[src/rtl/ysyx_22041211_ifu_if.sv]
// Instruction fetch unit bus bundle: control inputs, the instruction-memory
// request/response channel and the decoder-side valid/ready channel.
// The master modport is the fetch unit; the slave modport is its environment
// (execute, instruction memory and decoder seen as one peer).
interface ysyx_22041211_ifu_if #(
  parameter int DATA_LEN = 32
);
  logic                redirect_valid;
  logic [DATA_LEN-1:0] redirect_pc;
  logic                halt;
  logic                mem_req_valid;
  logic                mem_req_ready;
  logic [DATA_LEN-1:0] mem_req_addr;
  logic                mem_rsp_valid;
  logic [DATA_LEN-1:0] mem_rsp_data;
  logic                inst_valid;
  logic                inst_ready;
  logic [DATA_LEN-1:0] inst;
  logic [DATA_LEN-1:0] pc;
  logic                halted;
  logic                fetch_err;

  modport master (
    input  redirect_valid, redirect_pc, halt,
    output mem_req_valid, mem_req_addr,
    input  mem_req_ready,
    input  mem_rsp_valid, mem_rsp_data,
    output inst_valid, inst, pc,
    input  inst_ready,
    output halted, fetch_err
  );

  modport slave (
    output redirect_valid, redirect_pc, halt,
    input  mem_req_valid, mem_req_addr,
    output mem_req_ready,
    output mem_rsp_valid, mem_rsp_data,
    input  inst_valid, inst, pc,
    output inst_ready,
    input  halted, fetch_err
  );
endinterface

[src/rtl/ysyx_22041211_ifu.sv]
// Instruction fetch unit: keeps the fetch PC, issues one instruction-memory
// request at a time and hands each returned word (with its PC) to decode.
// Redirects from execute and a permanent halt are honoured without ever
// abandoning a request the memory has already accepted.
// Optional feature macro: YSYX_22041211_IFU_ALIGN_CHK_EN -- when defined, a
// redirect to a non-word-aligned target raises a sticky fetch_err and stops
// fetching like a halt; when undefined the low two target bits are ignored.
module ysyx_22041211_ifu #(
  parameter int                  DATA_LEN = 32,
  parameter logic [DATA_LEN-1:0] RESET_PC = DATA_LEN'(32'h8000_0000)
) (
  input logic                    clk,
  input logic                    rst_n,
  ysyx_22041211_ifu_if.master    bus
);

  localparam logic [2:0] S_IDLE = 3'd0;
  localparam logic [2:0] S_REQ  = 3'd1;
  localparam logic [2:0] S_WAIT = 3'd2;
  localparam logic [2:0] S_HOLD = 3'd3;
  localparam logic [2:0] S_HALT = 3'd4;

  logic [2:0]          state_reg, state_next;
  logic [DATA_LEN-1:0] fetch_pc_reg, fetch_pc_next;
  logic [DATA_LEN-1:0] redir_pc_reg, redir_pc_next;
  logic [DATA_LEN-1:0] inst_reg, inst_next;
  logic [DATA_LEN-1:0] pc_reg, pc_next;
  logic                redir_pend_reg, redir_pend_next;
  logic                halt_pend_reg, halt_pend_next;
  logic                fetch_err_reg, fetch_err_next;

  logic                misaligned;
  logic                stop_req;
  logic                redir_ok;
  logic [DATA_LEN-1:0] redir_target;

`ifdef YSYX_22041211_IFU_ALIGN_CHK_EN
  // A misaligned target is never fetched; it is turned into a stop request.
  assign misaligned   = bus.redirect_valid && (bus.redirect_pc[1:0] != 2'b00);
  assign redir_target = bus.redirect_pc;
`else
  assign misaligned   = 1'b0;
  assign redir_target = bus.redirect_pc & ~DATA_LEN'(3);
`endif

  // Halt (or a misaligned redirect) always beats an ordinary redirect.
  assign stop_req = bus.halt || misaligned;
  assign redir_ok = bus.redirect_valid && !stop_req;

  // Next-state and datapath update for the fetch sequencer.
  always_comb begin
    state_next      = state_reg;
    fetch_pc_next   = fetch_pc_reg;
    redir_pc_next   = redir_pc_reg;
    redir_pend_next = redir_pend_reg;
    halt_pend_next  = halt_pend_reg;
    inst_next       = inst_reg;
    pc_next         = pc_reg;
    fetch_err_next  = fetch_err_reg | misaligned;

    case (state_reg)
      S_IDLE: begin
        if (stop_req) begin
          state_next = S_HALT;
        end else begin
          state_next = S_REQ;
          if (redir_ok) fetch_pc_next = redir_target;
        end
      end

      S_REQ: begin
        if (stop_req && !bus.mem_req_ready) begin
          // Request not yet accepted: it can simply be withdrawn.
          state_next = S_HALT;
        end else begin
          if (stop_req) begin
            halt_pend_next = 1'b1;
          end else if (redir_ok) begin
            redir_pend_next = 1'b1;
            redir_pc_next   = redir_target;
          end
          if (bus.mem_req_ready) state_next = S_WAIT;
        end
      end

      S_WAIT: begin
        if (bus.mem_rsp_valid) begin
          if (halt_pend_reg || stop_req) begin
            // Owed response has arrived and is dropped; safe to stop now.
            state_next      = S_HALT;
            redir_pend_next = 1'b0;
          end else if (redir_pend_reg || redir_ok) begin
            // Word belongs to the abandoned path; restart at the target.
            fetch_pc_next   = redir_ok ? redir_target : redir_pc_reg;
            redir_pend_next = 1'b0;
            state_next      = S_REQ;
          end else begin
            inst_next     = bus.mem_rsp_data;
            pc_next       = fetch_pc_reg;
            fetch_pc_next = fetch_pc_reg + DATA_LEN'(4);
            state_next    = S_HOLD;
          end
        end else if (stop_req) begin
          halt_pend_next = 1'b1;
        end else if (redir_ok) begin
          redir_pend_next = 1'b1;
          redir_pc_next   = redir_target;
        end
      end

      S_HOLD: begin
        if (stop_req) begin
          state_next = S_HALT;
        end else if (redir_ok) begin
          // Held word is dropped, or counts as consumed if inst_ready is high.
          fetch_pc_next = redir_target;
          state_next    = S_REQ;
        end else if (bus.inst_ready) begin
          state_next = S_REQ;
        end
      end

      S_HALT: begin
        state_next = S_HALT;
      end

      default: begin
        state_next = S_IDLE;
      end
    endcase
  end

  // State registers; reset discards any transaction in progress.
  always_ff @(posedge clk or negedge rst_n) begin
    if (!rst_n) begin
      state_reg      <= S_IDLE;
      fetch_pc_reg   <= RESET_PC;
      redir_pc_reg   <= RESET_PC;
      redir_pend_reg <= 1'b0;
      halt_pend_reg  <= 1'b0;
      inst_reg       <= '0;
      pc_reg         <= RESET_PC;
      fetch_err_reg  <= 1'b0;
    end else begin
      state_reg      <= state_next;
      fetch_pc_reg   <= fetch_pc_next;
      redir_pc_reg   <= redir_pc_next;
      redir_pend_reg <= redir_pend_next;
      halt_pend_reg  <= halt_pend_next;
      inst_reg       <= inst_next;
      pc_reg         <= pc_next;
      fetch_err_reg  <= fetch_err_next;
    end
  end

  // Every output is a register or a decode of the state register only.
  assign bus.mem_req_valid = (state_reg == S_REQ);
  assign bus.mem_req_addr  = fetch_pc_reg;
  assign bus.inst_valid    = (state_reg == S_HOLD);
  assign bus.inst          = inst_reg;
  assign bus.pc            = pc_reg;
  assign bus.halted        = (state_reg == S_HALT);
  assign bus.fetch_err     = fetch_err_reg;

endmodule

[src/flat_wrapper.sv]
// flat-port wrapper written by rule: the top's interface ports become plain ports
module ysyx_22041211_ifu_flat 
#(
  parameter int                  DATA_LEN = 32,
  parameter logic [DATA_LEN-1:0] RESET_PC = DATA_LEN'(32'h8000_0000)
)
  (clk, rst_n, bus_redirect_valid, bus_redirect_pc, bus_halt, bus_mem_req_valid, bus_mem_req_addr, bus_mem_req_ready, bus_mem_rsp_valid, bus_mem_rsp_data, bus_inst_valid, bus_inst, bus_pc, bus_inst_ready, bus_halted, bus_fetch_err);
  ysyx_22041211_ifu_if #(.DATA_LEN(DATA_LEN)) bus_i ();
  input logic clk;
  input logic rst_n;
  input wire logic [$bits(bus_i.redirect_valid)-1:0] bus_redirect_valid;
  input wire logic [$bits(bus_i.redirect_pc)-1:0] bus_redirect_pc;
  input wire logic [$bits(bus_i.halt)-1:0] bus_halt;
  output wire logic [$bits(bus_i.mem_req_valid)-1:0] bus_mem_req_valid;
  output wire logic [$bits(bus_i.mem_req_addr)-1:0] bus_mem_req_addr;
  input wire logic [$bits(bus_i.mem_req_ready)-1:0] bus_mem_req_ready;
  input wire logic [$bits(bus_i.mem_rsp_valid)-1:0] bus_mem_rsp_valid;
  input wire logic [$bits(bus_i.mem_rsp_data)-1:0] bus_mem_rsp_data;
  output wire logic [$bits(bus_i.inst_valid)-1:0] bus_inst_valid;
  output wire logic [$bits(bus_i.inst)-1:0] bus_inst;
  output wire logic [$bits(bus_i.pc)-1:0] bus_pc;
  input wire logic [$bits(bus_i.inst_ready)-1:0] bus_inst_ready;
  output wire logic [$bits(bus_i.halted)-1:0] bus_halted;
  output wire logic [$bits(bus_i.fetch_err)-1:0] bus_fetch_err;
  assign bus_i.redirect_valid = bus_redirect_valid;
  assign bus_i.redirect_pc = bus_redirect_pc;
  assign bus_i.halt = bus_halt;
  assign bus_mem_req_valid = bus_i.mem_req_valid;
  assign bus_mem_req_addr = bus_i.mem_req_addr;
  assign bus_i.mem_req_ready = bus_mem_req_ready;
  assign bus_i.mem_rsp_valid = bus_mem_rsp_valid;
  assign bus_i.mem_rsp_data = bus_mem_rsp_data;
  assign bus_inst_valid = bus_i.inst_valid;
  assign bus_inst = bus_i.inst;
  assign bus_pc = bus_i.pc;
  assign bus_i.inst_ready = bus_inst_ready;
  assign bus_halted = bus_i.halted;
  assign bus_fetch_err = bus_i.fetch_err;
  ysyx_22041211_ifu #(.DATA_LEN(DATA_LEN), .RESET_PC(RESET_PC)) u_core (.clk(clk), .rst_n(rst_n), .bus(bus_i));
endmodule
[config.mk]
export PLATFORM = sky130hd
export DESIGN_NAME = ysyx_22041211_ifu_flat
export DESIGN_NICKNAME = d
export VERILOG_FILES = /design/src/rtl/ysyx_22041211_ifu_if.sv /design/src/rtl/ysyx_22041211_ifu.sv /design/src/flat_wrapper.sv
export SDC_FILE = /design/constraint.sdc
export NUM_CORES = 1
export LEC_CHECK = 0
export ABC_CLOCK_PERIOD_IN_PS = 1900
export BUFFER_PORTS_ARGS = -buffer_cell sky130_fd_sc_hd__buf_4
export CAP_MARGIN = 5
export CORE_UTILIZATION = 48
export CTS_CLUSTER_SIZE = 40
export DETAILED_ROUTE_END_ITERATION = 8
export PLACE_DENSITY = 0.85
export SYNTH_ARGS = -nofsm -noshare
export SYNTH_HDL_FRONTEND = slang
export SYNTH_SLANG_ARGS = --single-unit
[constraint.sdc]
create_clock -name clk -period 1.9 [get_ports clk]
set_input_delay 0.095 -clock clk [delete_from_list [all_inputs] [get_ports clk]]
set_output_delay 0.095 -clock clk [all_outputs]
set_load 0.02 [all_outputs]
==> impl_results.md <==
- Signal arrival time at the worst endpoint: around 2.3 ns
- Max Freq: 0.510 GHz
- Synth Net Count: between 700 and 800
- Class of the tightest hold or removal check: in -> reg
- CORE AREA: between 10000 and 15000 um^2
- Routed WL per cell: 18.2 um
- Clock power share: 0.222
- Warnings from Yosys: 0
- Slew at the pin closest to its max-slew limit: around 0.52 ns
- Total wirelength of the detailed-routed design: roughly 22000 um
- Bufs and invs on worst path: 3
- Final min period: 1.96 ns
- DRC marker count from the first detailed-route iteration: around 600
- Switching pwr: 5.87 mW
- Drc violations: 0
- Die Height: 119 um
- Weighted congestion reported at the end of routability-driven placement: 0.920
- Detailed-route vias per instance: around 5.6
- Post-Place Cell Area: 8420 um^2
- Maximum clock skew at final layout: 0.00924 ns
- Most frequent cells in the layout: sky130_fd_sc_hd__buf_4 (227), sky130_fd_sc_hd__nand2_1 (214), sky130_fd_sc_hd__dfrtp_1 (117)
- CP max FO: 9
- Switching share of power: 0.394
- Post-route antenna net violation count: 0
- Clock latency reported for the late side of the worst-skew pair: roughly 0.43 ns
- CTS Buf Count: 17
- Final setup violation count: 17
- Largest delay share family, worst path: buffers and inverters
- Number of synthesized flops with an enable pin: 0
- First drt pass iteration count: 6
- Critical path startpoint category: register
- Crit path max-delay cell type: sky130_fd_sc_hd__dfrtp_2
- Flip-flop cell with the highest count after synthesis: sky130_fd_sc_hd__dfrtp_1
- Full die area: roughly 14000 um^2
- Aggregate global-route resource usage: 0.305
- Maximum number of pins on one net before global-route repair: 52
- Clock-pin slew reported for the worst setup and hold paths after clock tree synthesis: ~0.060 ns
- Comb pwr share: 0.470
- Routed vias: 6681
- Worst vdd rail ir drop: just under 1 mV
- Count of maximum capacitance violations: 0
- Chain of cells forming the critical path: buf_6 -> nor2b_4 -> a22oi_2 -> nor3_4 -> buf_4 -> buf_6 -> mux2_2
- Antenna violations before repair: 0
- Critical Path End Type: register
- Root buf cell: sky130_fd_sc_hd__clkbuf_16
- Area added between synthesis and finish: 50.4%
- Result of the run: finished, violations left
- Number of failing hold endpoints at the final stage: 0
- HPWL after detailed placement: 13300 um
- Number of rows in the core area: 42
- Deepest clock path buffer count: 2
- Largest stage delay on the critical path: 0.48 ns
- Fraction of the yosys area taken by sequential cells: 0.510
- Boundary pin count: 171
- FFs w/ async S/R, synth: 1.00
- Buffers added on ports: 167
- Utilization after layout: 0.741
- Lkg Pwr: 4.78 nW
- CTS tree: yes
- Share of final-layout standard cells stronger than drive strength 1: 0.345
- Internal reg-to-reg setup slack: -0.06 ns
- CTS HTree Levels: 4
- Post-Synthesis Cells: approximately 720
- Pwr per Cell Area: 1520 nW/um^2
- RSZ-0062 raised after global routing: yes
- Setup CP Type: reg -> reg
- Initial Utilization: 0.493
- Failing checks: setup timing
- Cell-internal power: just over 9 mW
- Worst hold slack: 0.0227 ns
- Antenna diode instance count: 0
- Commonest non-fill, non-tap cell in the layout: sky130_fd_sc_hd__buf_4
- DIE WIDTH: 119 um
- Smallest setup slack after layout: -0.0618 ns
- Sequential Power Share: 0.308
- Post-route cell area: around 10000 um^2
- Layout net count: 1068
- Synthesized flop and latch total: 133
- Global-route wire length before repair: 33500 um
- Overall Power: 14.9 mW
- Max Slew Vio Count: 0
- Count of cell types in the netlist: 66
- Total congestion overflow after global routing: 0
- CP most frequent cell: sky130_fd_sc_hd__buf_6
- Headroom to the max-slew limit: 0.650
- Worst EP required: about 2.2 ns
- Tcrit/Tclk final: 1.03
- Mean cell area of the mapped netlist: 9.02 um^2
- Number of clock sinks: roughly 130
- Netlist area before placement: 6530 um^2
- Via count of the first global-routing pass: 6699
worst min-delay path, stage by stage:
cell and delay (ns):
sky130_fd_sc_hd__buf_4 0.09, sky130_fd_sc_hd__a2bb2oi_1 0.05, sky130_fd_sc_hd__o21ai_0 0.17
routing by layer:
metal	up-vias	wire (um)	global-route usage
met5	-	0	0
met4	0	557	0.125
met3	65	1820	0.0782
met2	365	10700	0.517
met1	3210	8380	0.368
li1	3041	-	-
cells in the mapped netlist, types with 3 or more instances:
cell / number / share of area
sky130_fd_sc_hd__inv_1: 15 / 0.0086
sky130_fd_sc_hd__o21ai_0: 34 / 0.026
sky130_fd_sc_hd__nand3_1: 14 / 0.011
sky130_fd_sc_hd__a2bb2oi_1: 3 / 0.0040
sky130_fd_sc_hd__a41oi_1: 3 / 0.0040
sky130_fd_sc_hd__mux2_2: 23 / 0.040
sky130_fd_sc_hd__a31oi_1: 6 / 0.0057
sky130_fd_sc_hd__dfrtp_1: 130 / 0.50
sky130_fd_sc_hd__nor2b_1: 6 / 0.0057
sky130_fd_sc_hd__and2_1: 4 / 0.0038
sky130_fd_sc_hd__and3_1: 3 / 0.0029
sky130_fd_sc_hd__clkbuf_1: 29 / 0.017
sky130_fd_sc_hd__o22a_1: 3 / 0.0040
sky130_fd_sc_hd__a211oi_1: 6 / 0.0069
sky130_fd_sc_hd__a311oi_1: 6 / 0.0080
sky130_fd_sc_hd__a21oi_1: 41 / 0.031
sky130_fd_sc_hd__nor2_1: 37 / 0.021
sky130_fd_sc_hd__nand4_1: 10 / 0.0096
sky130_fd_sc_hd__xor2_1: 5 / 0.0067
sky130_fd_sc_hd__buf_2: 19 / 0.015
sky130_fd_sc_hd__nand2b_1: 6 / 0.0057
sky130_fd_sc_hd__nand3b_1: 10 / 0.011
sky130_fd_sc_hd__o31ai_1: 5 / 0.0057
sky130_fd_sc_hd__a32o_1: 4 / 0.0061
sky130_fd_sc_hd__nor3_1: 14 / 0.011
sky130_fd_sc_hd__dfstp_2: 3 / 0.012
sky130_fd_sc_hd__o22ai_1: 5 / 0.0048
sky130_fd_sc_hd__nand2_1: 216 / 0.12
sky130_fd_sc_hd__and4_1: 3 / 0.0040
sky130_fd_sc_hd__nor4_1: 4 / 0.0038
sky130_fd_sc_hd__nor3b_1: 5 / 0.0057
sky130_fd_sc_hd__a211oi_2: 4 / 0.0077
sky130_fd_sc_hd__o21a_1: 3 / 0.0034
power by group through the flow:
stage / clock network, mW / logic [mW] / registers (mW)
after detailed placement: 0 / 6.54 / 4.54
final: 3.31 / 7.02 / 4.59
after floorplan: 0 / 2.89 / 5.32
after global placement: 0 / 6.39 / 4.50
after global routing: 3.45 / 7.52 / 4.68
after CTS: 3.34 / 6.72 / 4.52
final cells by class:
class	count	area, um^2
repair buffers	305	2540
multi-input cells	524	3060
inverters	15	56.3
well taps	176	220
clock buffers	22	464
fillers	866	3420
flip-flops and latches	133	3350
clock inverters	10	129
metrics by stage:
| stage | worst slack, ns | cells | TNS [ns] |
|---|---|---|---|
| after floorplan | -0.0508 | 724 | -0.119 |
| after global placement | 0.0462 | 1085 | 0 |
| after detailed placement | -0.0780 | 1085 | -0.0813 |
| after CTS | -0.0168 | 1180 | -0.0575 |
| after global routing | -0.0823 | 1185 | -1.30 |
| final | -0.0618 | 1185 | -0.501 |
repair_timing:
| item | 4_1_cts | 5_1_grt |
|---|---|---|
| setup buffers | 0 | 1 |
| hold buffers | 63 | 2 |
| resized for setup | 4 | 31 |
| hold endpoints to repair | 122 | 3 |
| setup endpoints to repair | 36 | 78 |
| pin swaps | 0 | 1 |
| gates cloned | 0 | 2 |
worst paths after layout:
path	from	endpoint	depth (start not counted)
min	bus_mem_req_ready	u_core.state_reg[1]	3
max in group asynchronous	rst_n	u_core.redir_pc_reg[31]	3
max	u_core.state_reg[0]	u_core.redir_pc_reg[20]	7
min reg2reg	u_core.bus.pc[12]	u_core.bus.pc[12]	2
min in group asynchronous	rst_n	u_core.bus.pc[1]	2
max reg2reg	u_core.state_reg[0]	u_core.redir_pc_reg[20]	7
cells by family (layout without fill, tap and decap cells):
family,count (synthesis),after routing,share of synthesized area
compound gates,146,146,0.151
simple gates,344,344,0.240
buf+inv,67,352,0.0445
other cells,1,1,0.000574
flops,133,133,0.510
mux,25,25,0.0427
fa+ha+maj,1,1,0.00192
xor+xnor,7,7,0.00939
Note: power is estimated with default switching activity, not from simulation.
